## config.mk

```make
export PLATFORM = sky130hd
export DESIGN_NAME = calc_sequencer
export DESIGN_NICKNAME = d
export VERILOG_FILES = /design/src/rtl/calc_sequencer.sv
export SDC_FILE = /design/constraint.sdc
export NUM_CORES = 1
export LEC_CHECK = 0
export ABC_AREA = 1
export CAP_MARGIN = 20
export CORE_UTILIZATION = 25
export DETAILED_ROUTE_END_ITERATION = 10
export PLACE_DENSITY = 0.47
export SKIP_LAST_GASP = 1
export SYNTH_ARGS = -nofsm -noshare
export SYNTH_HDL_FRONTEND = slang
export SYNTH_SLANG_ARGS = --single-unit
```

## constraint.sdc

```tcl
create_clock -name clk -period 3.1 [get_ports clk]
set_input_delay 0.62 -clock clk [delete_from_list [all_inputs] [get_ports clk]]
set_output_delay 0.62 -clock clk [all_outputs]
set_load 0.01 [all_outputs]
```

## src/rtl/calc_sequencer.sv

```systemverilog
// Keypad sequencer for the two-operand decimal arithmetic unit: collects operands
// and operator, pulses the unit enable for a settle window, then captures its total.
module calc_sequencer #(
   parameter int SETTLE_CYCLES = 1,
   parameter int RESULT_W      = 14
) (
   input  logic                clk,
   input  logic                reset,
   input  logic [5:0]          key,
   input  logic                key_valid,
   output logic [5:0]          num000,
   output logic [5:0]          num001,
   output logic [5:0]          num011,
   output logic [5:0]          num100,
   output logic [5:0]          arithmetic,
   output logic                math_enable,
   input  logic [RESULT_W-1:0] math_total,
   output logic [RESULT_W-1:0] result,
   output logic                result_valid,
   output logic                negative,
   output logic                error,
   output logic                busy
);

   typedef enum logic [2:0] {
      A_ENTRY = 3'd0,
      OP_WAIT = 3'd1,
      B_ENTRY = 3'd2,
      CALC    = 3'd3,
      DONE    = 3'd4,
      ERR     = 3'd5
   } state_t;

   localparam logic [5:0] K_CLEAR = 6'd10;
   localparam logic [5:0] K_SUB   = 6'd12;
   localparam logic [5:0] K_DIV   = 6'd14;
   localparam logic [5:0] K_EQ    = 6'd15;
   localparam logic [3:0] LAST    = 4'(SETTLE_CYCLES - 1);

   function automatic logic [6:0] operand_val(input logic [3:0] tens, input logic [3:0] ones);
      return 7'(tens) * 7'd10 + 7'(ones);
   endfunction

   state_t                state_q, state_d;
   logic [3:0]            a_tens_q, a_tens_d, a_ones_q, a_ones_d;
   logic [3:0]            b_tens_q, b_tens_d, b_ones_q, b_ones_d;
   logic [1:0]            a_cnt_q, a_cnt_d, b_cnt_q, b_cnt_d;
   logic [5:0]            op_q, op_d;
   logic [3:0]            cnt_q, cnt_d;
   logic [RESULT_W-1:0]   result_q, result_d;
   logic                  rvld_q, rvld_d, neg_q, neg_d, err_q, err_d;

   logic       is_digit, is_clear, is_op, is_eq;
   logic [6:0] a_val, b_val;

   assign is_digit = key_valid && (key < 6'd10);
   assign is_clear = key_valid && (key == K_CLEAR);
   assign is_op    = key_valid && (key >= 6'd11) && (key <= 6'd14);
   assign is_eq    = key_valid && (key == K_EQ);
   assign a_val    = operand_val(a_tens_q, a_ones_q);
   assign b_val    = operand_val(b_tens_q, b_ones_q);

   always_comb begin
      state_d  = state_q;
      a_tens_d = a_tens_q;
      a_ones_d = a_ones_q;
      b_tens_d = b_tens_q;
      b_ones_d = b_ones_q;
      a_cnt_d  = a_cnt_q;
      b_cnt_d  = b_cnt_q;
      op_d     = op_q;
      cnt_d    = cnt_q;
      result_d = result_q;
      rvld_d   = rvld_q;
      neg_d    = neg_q;
      err_d    = err_q;

      case (state_q)
         A_ENTRY: begin
            if (is_digit && (a_cnt_q != 2'd2)) begin
               a_tens_d = a_ones_q;
               a_ones_d = key[3:0];
               a_cnt_d  = a_cnt_q + 2'd1;
            end
            if (is_op && (a_cnt_q != 2'd0)) begin
               op_d    = key;
               state_d = B_ENTRY;
            end
         end
         B_ENTRY: begin
            if (is_digit && (b_cnt_q != 2'd2)) begin
               b_tens_d = b_ones_q;
               b_ones_d = key[3:0];
               b_cnt_d  = b_cnt_q + 2'd1;
            end
            if (is_op) begin
               op_d = key;
            end
            if (is_eq && (b_cnt_q != 2'd0)) begin
               if ((op_q == K_DIV) && (b_val == 7'd0)) begin
                  err_d   = 1'b1;
                  state_d = ERR;
               end else begin
                  neg_d   = (op_q == K_SUB) && (a_val < b_val);
                  cnt_d   = 4'd0;
                  state_d = CALC;
               end
            end
         end
         CALC: begin
            if (cnt_q == LAST) begin
               result_d = math_total;
               rvld_d   = 1'b1;
               state_d  = DONE;
            end else begin
               cnt_d = cnt_q + 4'd1;
            end
         end
         DONE, ERR: begin
            // A new digit starts a fresh calculation with that digit as operand A.
            if (is_digit) begin
               a_tens_d = 4'd0;
               a_ones_d = key[3:0];
               a_cnt_d  = 2'd1;
               b_tens_d = 4'd0;
               b_ones_d = 4'd0;
               b_cnt_d  = 2'd0;
               neg_d    = 1'b0;
               rvld_d   = 1'b0;
               err_d    = 1'b0;
               state_d  = A_ENTRY;
            end
         end
         default: state_d = A_ENTRY;
      endcase

      if (is_clear) begin
         a_tens_d = 4'd0;
         a_ones_d = 4'd0;
         b_tens_d = 4'd0;
         b_ones_d = 4'd0;
         a_cnt_d  = 2'd0;
         b_cnt_d  = 2'd0;
         op_d     = 6'd0;
         cnt_d    = 4'd0;
         result_d = '0;
         rvld_d   = 1'b0;
         neg_d    = 1'b0;
         err_d    = 1'b0;
         state_d  = A_ENTRY;
      end
   end

   always_ff @(posedge clk or posedge reset) begin
      if (reset) begin
         state_q  <= A_ENTRY;
         a_tens_q <= 4'd0;
         a_ones_q <= 4'd0;
         b_tens_q <= 4'd0;
         b_ones_q <= 4'd0;
         a_cnt_q  <= 2'd0;
         b_cnt_q  <= 2'd0;
         op_q     <= 6'd0;
         cnt_q    <= 4'd0;
         result_q <= '0;
         rvld_q   <= 1'b0;
         neg_q    <= 1'b0;
         err_q    <= 1'b0;
      end else begin
         state_q  <= state_d;
         a_tens_q <= a_tens_d;
         a_ones_q <= a_ones_d;
         b_tens_q <= b_tens_d;
         b_ones_q <= b_ones_d;
         a_cnt_q  <= a_cnt_d;
         b_cnt_q  <= b_cnt_d;
         op_q     <= op_d;
         cnt_q    <= cnt_d;
         result_q <= result_d;
         rvld_q   <= rvld_d;
         neg_q    <= neg_d;
         err_q    <= err_d;
      end
   end

   assign num000       = {2'b00, a_tens_q};
   assign num001       = {2'b00, a_ones_q};
   assign num011       = {2'b00, b_tens_q};
   assign num100       = {2'b00, b_ones_q};
   assign arithmetic   = op_q;
   assign math_enable  = (state_q == CALC);
   assign busy         = (state_q == CALC);
   assign result       = result_q;
   assign result_valid = rvld_q;
   assign negative     = neg_q;
   assign error        = err_q;

endmodule
```

Word-level counts from Yosys, hierarchy flattened
Cells that the tools add are included.

operators by class
  equal/unequal tests = 20
  multipliers = 2
  $lt $le $gt $ge = 4
  multiplexer cells = 53
  add/sub/neg operators = 5
  reductions and logical operators = 33

operator list
  kind                                                                                  count
  4-bit two-way mux                                                                     14
  14-bit two-way mux                                                                    3
  4-bit case mux with 2 select lines                                                    5
  3-bit != test (second input constant)                                                 9
  6-bit by 4-bit == test with 1-bit output (second input constant)                      4
  3-bit two-way mux                                                                     6
  6-bit two-way mux                                                                     3
  4-bit AND reduction                                                                   4
  3-bit nonzero test                                                                    5
  7-bit by 4-bit adder with 7-bit output                                                2
  4-bit by 3-bit multiplier with 6-bit output (second input constant)                   2
  2-bit two-way mux                                                                     6
  3-bit case mux with 4 select lines                                                    1
  6-bit case mux with 2 select lines                                                    1
  3-bit AND reduction                                                                   4
  1-bit logical AND                                                                     11
  1-bit two-way mux                                                                     9
  2-bit case mux with 2 select lines                                                    2
  2-bit nonzero test                                                                    4
  7-bit logical NOT                                                                     1
  7-bit < comparator                                                                    1
  3-bit by 2-bit == test with 1-bit output (second input constant)                      2
  3-bit == test (second input constant)                                                 2
  6-bit by 4-bit greater-or-equal comparator with 1-bit output (second input constant)  1
  11 further kinds                                                                      15

storage, ports and cells
  register bits after elaboration = 50
  word-level logic and storage cells = 130

Depth between registers and ports, before layout
  depth in word-level cells = 8
  depth in mapped cells = 16

Worst setup path after synthesis
Ideal clock, no wire load.

  path type = flip-flop to flip-flop
  start point = register b_tens_q[3]
  end point = register neg_q (netlist: negative)
  data required time = 3.035 ns
  arrival = 2.725 ns
  slack = 0.309 ns
  period minus slack after synthesis = 2.791 ns
  cell stages (with the launch flop) = 16
  library setup time = 0.065 ns
  buffers on the path = 0
  path through = dfrtp_1 ha_1 ha_1 inv_1 fa_1 nor2_1 nand3_1 nand3_1 nand2_1 ha_1 a21oi_1 o21a_1 nand3_1 nor3_1 nand3_1 nand2_1

between the ends
  word-level cells in the longest chain between the ends = 8
  elaborated cells on any way between the ends = 12

RTL lines
  what                                             line  text
  from (decl)                                      46    logic [3:0] b_tens_q, b_tens_d, b_ones_q, b_ones_d;
  from (signal assigned)                           173   b_tens_q <= b_tens_d;
  4-bit by 3-bit multiplier with 6-bit output (*)  41    return 7'(tens) * 7'd10 + 7'(ones);
  7-bit by 4-bit adder with 7-bit output (*)       41
  7-bit < comparator                               104   neg_d = (op_q == K_SUB) && (a_val < b_val);
  1-bit logical AND                                104
  1-bit two-way mux                                100   if ((op_q == K_DIV) && (b_val == 7'd0)) begin
  1-bit two-way mux                                99    if (is_eq && (b_cnt_q != 2'd0)) begin
  1-bit case mux with 2 select lines               78    case (state_q)
  1-bit two-way mux                                137   if (is_clear) begin
  to (signal assigned)                             181   neg_q <= neg_d;
  to (decl)                                        51    logic rvld_q, rvld_d, neg_q, neg_d, err_q, err_d;

Mark *: on every way between the ends. The rest lies on a longest branch, timed or not. The select of a mux whose other input is x is not followed.
A chain may end at the register's enable or synchronous reset.

Worst setup path after layout
  start point = register b_tens_q[1]
  end point = register neg_q (netlist: negative)

The elaborated chain is that of the path after synthesis.

==> PnR_summary.wiki <==
{| class="wikitable"
! Metric !! Value
|-
| Run status || finished, final reports clean
|-
| Number of clock sinks seen by CTS || 50
|-
| Layout cell share with drive strength beyond 1 || 0.1394
|-
| Share of flip-flops with an asynchronous set or reset after synthesis || 1.000
|-
| Critical Path RT || 3.33 ns
|-
| Shortest period the worst path allows || 2.889 ns
|-
| Number of routed nets with antenna violations || 0
|-
| Maximum number of pins on one net before global-route repair || 25
|-
| Detailed-router iteration count before antenna repair || 4
|-
| Final HPWL from detailed placement || around 6.8 mm
|-
| Max_cap viols || 0
|-
| Diodes inserted || 0
|-
| Total of hold buffers inserted after clock tree synthesis || 0
|-
| Final cycle utilization of the critical path || 0.9320
|-
| Transition time of the tightest slew-check pin || 0.8633 ns
|-
| Number of top-level design ports || about 70
|-
| Latest clock arrival within the worst-skew pair || 0.29 ns
|-
| Post-Route Utilization || 0.3307
|-
| Highest clock frequency the design can meet || 346.1 MHz
|-
| Overall die height || 119.5 µm
|-
| Number of synthesized register bits || 50
|-
| Total core area || 13350 µm²
|-
| Final instance area || 4414 µm²
|-
| Headroom to the max-slew limit || 0.4206
|-
| CTS tree || yes
|-
| Unrepaired setup endpoints after global routing || no
|-
| Worst Path Arrival || 3.12 ns
|-
| Final number of hold-violating endpoints || 0
|-
| Number of global-route vias before repair || 2835
|-
| Setup TNS || 0 ns
|-
| Via count || 2868
|-
| Maximum buffer depth of the clock tree || 2
|-
| Antenna violations before repair || 0
|-
| Final wirelength || 8.390 mm
|-
| Critical Path Start Type || flip-flop
|-
| Vias per Instance || 4.230
|-
| Pins Over Slew Limit || 0
|-
| Wire length of the first global-routing pass || approximately 14 mm
|-
| Mean routed wirelength per cell || 12.37 µm
|-
| Nets || between 500 and 600
|-
| Overall overflow remaining after global route || 0
|-
| Power per unit of standard cell area || 1055 nW/µm²
|-
| Worst R2R Start || b_tens_q[1]$_DFFE_PP0P_
|-
| Endpoint of the lowest-slack register-to-register path || negative$_DFFE_PP0P_
|-
| Clock root buffer master || sky130_fd_sc_hd__clkbuf_16
|-
| LEAKAGE || ~0.0022 µW
|-
| Global placement routability congestion || 0.8294
|-
| Die outline width || about 120 µm
|-
| Unique cell type count in the Yosys netlist || 38
|-
| Number of rows in the core area || 42
|-
| Post-detailed-route DRC marker count || 0
|-
| Area of the mapped netlist || 3451 µm²
|-
| Post-layout total power || between 4000 and 5000 µW
|-
| Layout Area Growth over Synthesis || 27.92%
|-
| Number of H-tree branching levels || 2
|-
| Iter 0 DRT Violations || 116
|-
| Fill cell count || 1446
|-
| Number of port buffers || 63
|-
| Setup slack, reg-to-reg || between 0.2 and 0.25 ns
|-
| Clock Pin Slew Worst Setup and Hold Paths || 0.07 ns
|-
| Maximum fanout count along the critical path || 4
|-
| Dominant synthesized flop cell || sky130_fd_sc_hd__dfrtp_1
|-
| Total of endpoints with negative setup slack in the final report || 0
|-
| Placed standard-cell area || 4245 µm²
|-
| Beginning of the critical path || b_tens_q[1]$_DFFE_PP0P_
|-
| Starting density of the core || 0.2585
|-
| Worst Setup Path Type || reg2reg
|-
| Number of synthesized flops with an enable pin || 0
|-
| Sequential cell area fraction in the yosys report || 0.3626
|-
| Endpoint of the worst setup timing path || negative$_DFFE_PP0P_
|-
| Setup skew after layout || 0.003668 ns
|-
| Most frequent cells in the layout || 111 x sky130_fd_sc_hd__nand2_1, 63 x sky130_fd_sc_hd__clkdlybuf4s50_1, 57 x sky130_fd_sc_hd__inv_1
|-
| Syn avg cell area || 7.951 µm²
|-
| Most common cell after layout, fill and taps aside || sky130_fd_sc_hd__nand2_1
|-
| Peak ir drop on the vdd network || 0.3316 mV
|-
| Warnings from Yosys || 0
|-
| Depth of the most critical reg-to-reg path || 15
|-
| Total global routing track utilization || 0.1260
|-
| Number of buffers created by CTS || 5
|-
| Endpoint kind of the worst setup timing path || flip-flop
|-
| Type of the most critical hold path || reg2reg
|-
| Synth Instances || 434
|-
| Die area || ~14000 µm²
|}
-- power breakdown --
| group | internal, µW | switching [µW] |
|---|---|---|
| registers | 920 | 225 |
| clock network | 366 | 239 |
| logic | 1250 | 1660 |
| total | 2530 | 2130 |
-- cells in the mapped netlist (all sizes together) (2+ instances only) --
library cell	n	area (µm²)
inv	71	274.0
nor3	2	10.01
nand4	2	12.51
o21ai	38	257.7
dfrtp	50	1251
buf	14	116.4
or2	2	12.51
nand2	121	489.2
xnor2	3	26.28
a21oi	9	45.04
fa	4	80.08
xor2	7	61.31
ha	25	312.8
nor2	38	236.5
nand3	41	222.7
-- stage by stage --
| stage | hold slack [ns] | worst slack [ns] | instances |
|---|---|---|---|
| 2_1_floorplan | 0.4489 | 0.3093 | 441 |
| 3_3_place_gp | 0.4626 | 0.2362 | 670 |
| 3_5_place_dp | 0.4660 | 0.1657 | 670 |
| 4_1_cts | 0.4878 | 0.1536 | 678 |
| 5_1_grt | 0.5241 | 0.009879 | 678 |
| 6_report | 0.4856 | 0.2108 | 678 |
-- state kept, by name, summed over array words and instances, names as in the netlist, 2 cells and up --
signal and cells:
result 14, arithmetic 6, a_ones_q 4, a_tens_q 4, b_ones_q 4, b_tens_q 4
cnt_q 4, state_q 3, a_cnt_q 2, b_cnt_q 2
-- worst min path at each step --
stage / start / to / slack, ns / depth (start not counted)
after global routing: error$_DFFE_PP0P_ / error$_DFFE_PP0P_ / 0.52 / 2
after CTS: b_cnt_q[0]$_DFFE_PP0P_ / b_cnt_q[0]$_DFFE_PP0P_ / 0.49 / 2
after detailed placement: error$_DFFE_PP0P_ / error$_DFFE_PP0P_ / 0.47 / 2
after global placement: b_cnt_q[0]$_DFFE_PP0P_ / b_cnt_q[0]$_DFFE_PP0P_ / 0.46 / 2
final: error$_DFFE_PP0P_ / error$_DFFE_PP0P_ / 0.49 / 2
after floorplan: b_cnt_q[0]$_DFFE_PP0P_ / b_cnt_q[0]$_DFFE_PP0P_ / 0.45 / 2
-- routing by layer --
metal / track usage / vias to the layer above / wire [µm]
met2: 0.2124 / 61 / 3950
met4: 0.02109 / 0 / 34
met1: 0.1654 / 1328 / 4015
met3: 0.02921 / 5 / 389
li1: - / 1474 / -
met5: 0 / - / 0
-- final cells by class --
type	count	area (µm²)	area share
Timing Repair Buffer	68	668.1	0.1514
Tap cell	176	220.2	0.04989
Inverter	71	274.0	0.06207
Clock buffer	8	166.4	0.03770
Multi-Input combinational cell	305	1834	0.4155
Sequential cell	50	1251	0.2834
-- critical path, cell delays in order (launching register included) --
cell and delay [ns]:
sky130_fd_sc_hd__dfrtp_1 0.38, sky130_fd_sc_hd__ha_1 0.30, sky130_fd_sc_hd__ha_1 0.19, sky130_fd_sc_hd__inv_1 0.06, sky130_fd_sc_hd__fa_1 0.45, sky130_fd_sc_hd__nor2_2 0.19, sky130_fd_sc_hd__nand3_1 0.11, sky130_fd_sc_hd__nand3_1 0.09
sky130_fd_sc_hd__nand2_1 0.08, sky130_fd_sc_hd__ha_1 0.31, sky130_fd_sc_hd__a21oi_1 0.15, sky130_fd_sc_hd__o21a_1 0.13, sky130_fd_sc_hd__nand3_1 0.08, sky130_fd_sc_hd__nor3_1 0.14, sky130_fd_sc_hd__nand3_1 0.09, sky130_fd_sc_hd__nand2_1 0.07
-- kinds of logic (layout without fill, tap and decap cells) --
family | count (synthesis) | in the layout | synth area share
xor gates and xnor gates | 10 | 10 | 0.02538
adders and majority gates | 29 | 29 | 0.1139
DFF | 50 | 50 | 0.3626
other | 1 | 8 | 0.001087
and+or+nand+nor | 208 | 208 | 0.2890
AOI/OAI and AO/OA | 50 | 50 | 0.09391
buffers and inverters | 86 | 147 | 0.1142
-- repair_timing --
action,in CTS,in global routing
setup buffers,0,0
endpoints found under the setup margin,0,1
hold endpoints to repair,0,0
gates resized for setup,0,1
(Power assumes the default switching activity.)
